==> config.mk <==
export PLATFORM = sky130hd
export DESIGN_NAME = mmio_controller
export DESIGN_NICKNAME = d
export VERILOG_FILES = /design/src/rtl/mmio_pkg.sv /design/src/rtl/mmio_controller_key_fifo.sv /design/src/rtl/mmio_controller.sv
export SDC_FILE = /design/constraint.sdc
export NUM_CORES = 1
export LEC_CHECK = 0
export ABC_AREA = 1
export CAP_MARGIN = 20
export CORE_MARGIN = 2
export CORE_UTILIZATION = 36
export DETAILED_ROUTE_END_ITERATION = 8
export PLACE_DENSITY = 0.85
export RECOVER_POWER = 25
export SETUP_SLACK_MARGIN = 0.05
export SYNTH_ARGS = -nofsm -noshare
export SYNTH_HDL_FRONTEND = slang
export SYNTH_SLANG_ARGS = --single-unit
==> constraint.sdc <==
create_clock -name clock -period 2 [get_ports clock]
set_input_delay 0.4 -clock clock [delete_from_list [all_inputs] [get_ports clock]]
set_output_delay 0.4 -clock clock [all_outputs]
set_load 0.05 [all_outputs]
==> src/rtl/mmio_pkg.sv <==
// Shared definitions for the memory-mapped I/O controller: register word
// offsets relative to IO_BASE and the read-data source select encoding.
package mmio_pkg;

    localparam logic [31:0] MMIO_SW       = 32'd0;
    localparam logic [31:0] MMIO_LED      = 32'd1;
    localparam logic [31:0] MMIO_KEY_STAT = 32'd2;
    localparam logic [31:0] MMIO_KEY_DATA = 32'd3;
    localparam logic [31:0] MMIO_TONE     = 32'd4;
    localparam logic [31:0] MMIO_LAST     = 32'd4;

    // Which source drives q_dmem in the cycle after a load
    typedef enum logic [1:0] {
        SEL_RAM,
        SEL_IO,
        SEL_ZERO
    } mmio_sel_t;

endpackage

==> src/rtl/mmio_controller_key_fifo.sv <==
// Circular scancode FIFO with a separate occupancy count and a sticky
// overflow flag. Only elaborated when MMIO_KEY_FIFO_EN is defined, so the
// default build carries no unused module.
`ifdef MMIO_KEY_FIFO_EN
module key_fifo #(
    parameter int unsigned DEPTH = 8,
    parameter int unsigned WIDTH = 8
) (
    input  logic                       clock,
    input  logic                       reset,
    input  logic                       push,
    input  logic [WIDTH-1:0]           din,
    input  logic                       pop,
    output logic [WIDTH-1:0]           dout,
    output logic [$clog2(DEPTH):0]     count,
    output logic                       empty,
    output logic                       full,
    output logic                       overflow,
    input  logic                       clr_ovf
);

    localparam int unsigned AW = $clog2(DEPTH);
    localparam int unsigned CW = AW + 1;

    logic [WIDTH-1:0] mem_q [DEPTH];
    logic [WIDTH-1:0] mem_d [DEPTH];
    logic [AW-1:0]    wr_ptr_q, wr_ptr_d;
    logic [AW-1:0]    rd_ptr_q, rd_ptr_d;
    logic [CW-1:0]    count_q, count_d;
    logic             ovf_q, ovf_d;
    logic             do_push, do_pop;

    assign empty    = (count_q == '0);
    assign full     = (count_q == CW'(DEPTH));
    assign count    = count_q;
    assign overflow = ovf_q;
    assign dout     = mem_q[rd_ptr_q];

    // Pop needs data; push while full is accepted only if a pop frees a slot
    always_comb begin
        do_pop   = pop & ~empty;
        do_push  = push & (~full | do_pop);
        wr_ptr_d = do_push ? wr_ptr_q + AW'(1) : wr_ptr_q;
        rd_ptr_d = do_pop  ? rd_ptr_q + AW'(1) : rd_ptr_q;
        count_d  = count_q;
        if (do_push && !do_pop) count_d = count_q + CW'(1);
        if (do_pop && !do_push) count_d = count_q - CW'(1);
        // A drop in the same cycle as a status read must not be lost
        ovf_d = ovf_q;
        if (clr_ovf)                    ovf_d = 1'b0;
        if (push && full && !do_pop)    ovf_d = 1'b1;
        mem_d = mem_q;
        if (do_push) mem_d[wr_ptr_q] = din;
    end

    // Pointer, count and flag state
    always_ff @(posedge clock) begin
        if (reset) begin
            wr_ptr_q <= '0;
            rd_ptr_q <= '0;
            count_q  <= '0;
            ovf_q    <= 1'b0;
        end else begin
            wr_ptr_q <= wr_ptr_d;
            rd_ptr_q <= rd_ptr_d;
            count_q  <= count_d;
            ovf_q    <= ovf_d;
        end
    end

    // Entry storage, no reset needed since empty gates reads
    always_ff @(posedge clock) begin
        mem_q <= mem_d;
    end

endmodule
`endif

==> src/rtl/mmio_controller.sv <==
// Memory-mapped I/O controller: routes processor data accesses to RAM or to
// the SW / LED / KEY_STAT / KEY_DATA / TONE registers, returning load data
// with one cycle of latency. Define MMIO_KEY_FIFO_EN to build the PS/2
// scancode FIFO; without it KEY_STAT reads as empty and KEY_DATA as zero.
module mmio_controller
    import mmio_pkg::*;
#(
    parameter int unsigned KEY_DEPTH = 8,
    parameter int unsigned IO_BASE   = 4096
) (
    input  logic        clock,
    input  logic        reset,
    input  logic [31:0] address_dmem,
    input  logic [31:0] data,
    input  logic        wren,
    input  logic        rden,
    output logic [31:0] q_dmem,
    output logic [11:0] ram_addr,
    output logic        ram_wEn,
    output logic [31:0] ram_dataIn,
    input  logic [31:0] ram_dataOut,
    input  logic [15:0] SW,
    output logic [15:0] LED,
    output logic [7:0]  tone,
    input  logic        key_valid,
    input  logic [7:0]  key_code
);

    localparam logic [31:0] IO_BASE_W = 32'(IO_BASE);
    localparam int unsigned CW        = $clog2(KEY_DEPTH) + 1;

    logic [15:0] sw_m_q, sw_m_d;
    logic [15:0] sw_sync_q, sw_sync_d;
    logic [15:0] led_q, led_d;
    logic [7:0]  tone_q, tone_d;
    mmio_sel_t   sel_q, sel_d;
    logic [31:0] rd_q, rd_d;

    logic        is_ram, is_io, rd_access;
    logic [31:0] offset;
    logic        key_pop, key_clr_ovf;
    logic [CW-1:0] key_count;
    logic        key_empty, key_ovf;
    logic [7:0]  key_dout;
    logic [31:0] key_stat;

    assign ram_addr   = address_dmem[11:0];
    assign ram_dataIn = data;
    assign ram_wEn    = wren & is_ram;
    assign LED        = led_q;
    assign tone       = tone_q;

    // Address decode; a simultaneous store wins and suppresses the load
    always_comb begin
        is_ram      = (address_dmem < IO_BASE_W);
        offset      = address_dmem - IO_BASE_W;
        is_io       = !is_ram && (offset <= MMIO_LAST);
        rd_access   = rden & ~wren;
        key_pop     = rd_access & is_io & (offset == MMIO_KEY_DATA);
        key_clr_ovf = rd_access & is_io & (offset == MMIO_KEY_STAT);
    end

`ifdef MMIO_KEY_FIFO_EN
    logic key_full;
    logic unused_key_full;

    key_fifo #(
        .DEPTH(KEY_DEPTH),
        .WIDTH(8)
    ) u_key_fifo (
        .clock    (clock),
        .reset    (reset),
        .push     (key_valid),
        .din      (key_code),
        .pop      (key_pop),
        .dout     (key_dout),
        .count    (key_count),
        .empty    (key_empty),
        .full     (key_full),
        .overflow (key_ovf),
        .clr_ovf  (key_clr_ovf)
    );

    assign unused_key_full = key_full;
`else
    logic unused_key;

    assign key_count  = '0;
    assign key_empty  = 1'b1;
    assign key_ovf    = 1'b0;
    assign key_dout   = '0;
    assign unused_key = ^{key_valid, key_code, key_pop, key_clr_ovf};
`endif

    // KEY_STAT word: {..0, overflow, empty, count}
    always_comb begin
        key_stat         = '0;
        key_stat[CW-1:0] = key_count;
        key_stat[CW]     = key_empty;
        key_stat[CW+1]   = key_ovf;
    end

    // Next-state for synchronizer, writable registers and the read pipeline
    always_comb begin
        sw_m_d    = SW;
        sw_sync_d = sw_m_q;
        led_d     = led_q;
        tone_d    = tone_q;
        if (wren && is_io && offset == MMIO_LED)  led_d  = data[15:0];
        if (wren && is_io && offset == MMIO_TONE) tone_d = data[7:0];

        sel_d = SEL_ZERO;
        rd_d  = '0;
        if (rd_access) begin
            if (is_ram) begin
                sel_d = SEL_RAM;
            end else if (is_io) begin
                sel_d = SEL_IO;
                case (offset)
                    MMIO_SW:       rd_d = {16'b0, sw_sync_q};
                    MMIO_LED:      rd_d = {16'b0, led_q};
                    MMIO_KEY_STAT: rd_d = key_stat;
                    MMIO_KEY_DATA: rd_d = key_empty ? '0 : {24'b0, key_dout};
                    MMIO_TONE:     rd_d = {24'b0, tone_q};
                    default:       rd_d = '0;
                endcase
            end
        end
    end

    // Register update with synchronous reset
    always_ff @(posedge clock) begin
        if (reset) begin
            sw_m_q    <= '0;
            sw_sync_q <= '0;
            led_q     <= '0;
            tone_q    <= '0;
            sel_q     <= SEL_ZERO;
            rd_q      <= '0;
        end else begin
            sw_m_q    <= sw_m_d;
            sw_sync_q <= sw_sync_d;
            led_q     <= led_d;
            tone_q    <= tone_d;
            sel_q     <= sel_d;
            rd_q      <= rd_d;
        end
    end

    // Load data mux; RAM data already arrives one cycle late
    always_comb begin
        case (sel_q)
            SEL_RAM: q_dmem = ram_dataOut;
            SEL_IO:  q_dmem = rd_q;
            default: q_dmem = '0;
        endcase
    end

endmodule

==> run summary, run 1 <==
Status - complete, but fails checks
Failing checks - setup timing
Fillers - 820
Slew HR - 0.604
P per Cell Area - 527 nW/um^2
CTS sink cnt - 74
Setup Skew - 8.53 ps
GRT Util Overall - 0.231
Final setup viols - 35
Port buffer count - 184
Area grow syn2layout - 80.1%
Min Clock Period, post-route - 2160 ps
Synthesis-stage register bit count - 74
Total gr overflow - 0
Net Count, Synth - 755
Worst Setup SP - address_dmem[15]
Cell area after layout - 7480 um^2
Slew Limit Fails - 0
TritonCTS clock tree - done
Hold Vio Cnt, Final - 0
Ports - 226
Syn Area/Cell - 6.60 um^2
Per-cell routed wire length - 16.9 um
Crit path max fanout - 10
Die extent in y - 111 um
CP delay by family, top - simple AND/OR/NAND/NOR gates
Unique masters post-synth - 29
Die area - 12,400 um^2
DP Area - 6520 um^2
Antenna-violating nets left - 0
1st-iter DRT viols - 517
Hold slack - 402 ps
Tightest Pin Transition - 595 ps
Hold Path Origin - sw_m_q[0]
WS Path Type - input port to flop
Vias in the first global route - 4,773
Async set-reset flop share out of synthesis - 0
Endpoint class of the critical path - flop
Ys Warns - 0
VDD IR max - 0.000593 V
Largest net degree at the start of global routing - 57
Crit path DAT - 2400 ps
Fin util - 0.661
CORE AREA - 11,300 um^2
Sum Neg Setup Slack - -2600 ps
Slowest CP cell - a21oi_1
Vias per cell - 5.13
Setup ws final - -162 ps
Vias - 4,990
Post-Synthesis Cell Area - 4160 um^2
HP Class - flop to flop
Post-Syn Instances - 630
Nets - 949
Site Rows - 39
Max-cap viol count - 0
Starting Density - 0.367
Routed wire length - 16.4 mm
Top-count cell post-synth - nand2_1
Synth top area cells - dfxtp_1 36%, nand2_1 10%, inv_1 8.9%
Number of synthesized flops with an enable pin - 0
CTS Buf Count - 9
Initial antenna violation count - 0
Hold depth - 2
R2R depth - 4
Static Leakage - 0.00369 uW
CP Buf/Inv Count - 3
TritonRoute pass-1 iters - 5
Global-route wire length before repair - 23.2 mm
FMAX - 0.463 GHz
Antenna diode count - 0
RSZ-0062 raised after global routing - yes
Post-synth top area cell - dfxtp_1
Cells after DPL - 934
Worst path depth - 15
CP max stage delay - 260 ps
Data required time of the critical path - 2230 ps
Worst r2r src - LED[5]
Final Cycle Share - 1.08
CTS Hold Bufs - 0
Share of the synthesized area in the top cell type - 0.356
Clock latency on the worst-skew pair - 340 ps
Share of cells above drive strength 1 - 0.394
Critical path, cell by cell - buf_12 > nor2_4 > nand2_4 > nor2_4 > nand2_2 > nand2_2 > nand3_2 > inv_2 > nand3_2 > nor2_4 > nand3_2 > nand2_4 > buf_8 > nand4_1 > a21oi_1
Max Root-Sink Buffers - 2
Most frequent cells after synthesis - 111 x nand2_1, 99 x inv_1, 88 x nor2_1
Worst Setup Start Kind - input port
H-tree Lvls - 3
Clk slew on worst S/H paths - 60 ps
GP Congestion - 0.881
Residual DRC - 0
Non-Filler Instances - 972
Register area share after synthesis - 0.356
Die X - 111 um
Top FF cell, synth - dfxtp_1
Detailed placement HPWL - 10.2 mm
Clock root cell - clkbuf_16
-- area by class of cell --
| class | instances | area [um^2] | area share |
|---|---|---|---|
| Clock buffer | 9 | 225 | 0.0301 |
| Clock inverter | 7 | 92.6 | 0.0124 |
| Inverter | 118 | 455 | 0.0608 |
| Multi-Input combinational cell | 374 | 2260 | 0.303 |
| Sequential cell | 74 | 1480 | 0.198 |
| Tap cell | 143 | 179 | 0.0239 |
| Timing Repair Buffer | 246 | 2780 | 0.371 |
| Timing Repair inverter | 1 | 7.51 | 0.00100 |
-- cell families (layout without fill, tap and decap cells) --
| kind of cell | Yosys count | in the layout | share of synthesized area |
|---|---|---|---|
| and+or+nand+nor | 330 | 333 | 0.379 |
| buffers and inverters | 185 | 381 | 0.214 |
| DFF | 74 | 74 | 0.356 |
| AOI/OAI and AO/OA | 40 | 40 | 0.0482 |
| xor gates and xnor gates | 1 | 1 | 0.00211 |
-- worst register-to-register path, cell delays in order, from the launching register on --
cell	delay (ps)
dfxtp_1	360
nand4_1	220
nand3_4	170
nand2_2	60
inv_2	50
-- sequential cells by signal, summed over array words and instances (netlist names) --
signal and flops:
LED 16, rd_q 16, sel_q 2, sw_m_q 16, sw_sync_q 16, tone 8
-- through the flow --
stage	power [uW]	setup slack, ps
after floorplan	1900	-183
after global placement	2210	-739
after detailed placement	2210	-760
after CTS	3900	48.6
after global routing	4060	-251
final	3940	-162
-- worst paths after layout --
check                       to  slack, ps
setup / recovery       LED[11]       -160
hold / removal    sw_sync_q[0]        400
setup reg to reg       rd_q[5]       1090
hold reg to reg   sw_sync_q[0]        400
-- layout by cell type, fill, tap and decap left out, drive strengths merged, types with 2 or more instances in the layout --
master         count
a21oi             24
buf              154
bufinv             2
clkbuf            12
clkdlybuf4s50     71
clkinv             4
clkinvlp           3
dfxtp             74
dlygate4sd2       10
dlymetal6s2s       7
inv              117
nand2            131
nand3             53
nand4             35
nor2             102
nor3               6
nor4               2
o21ai             16
or2                2
-- routing by layer --
layer	GRT usage	part of all wire
met3	0.0506	0.090
met1	0.257	0.36
met5	0	0
met4	0.125	0.059
met2	0.411	0.49
-- report_power, final --
part	total, uW	leakage, uW	internal, uW	switching (uW)
clock network	1710	0.000160	1090	623
logic	715	0.00293	360	354
registers	1520	0.000602	1500	10.8
-- timing repair --
item / CTS / global route
resized for setup: 131 / 102
setup buffers: 11 / 5
setup endpoints to repair: 74 / 57
hold endpoints to repair: 0 / 0
pin swaps: 65 / 71
gates cloned: 4 / 3
Note: power is estimated with default switching activity, not from simulation.
==> run 2, diff against run 1 <==
- GPL_ROUTABILITY_DRIVEN: default -> 1
==> results of run 2 <==
Final layout, timing and power as in run 1 (identical DEF).
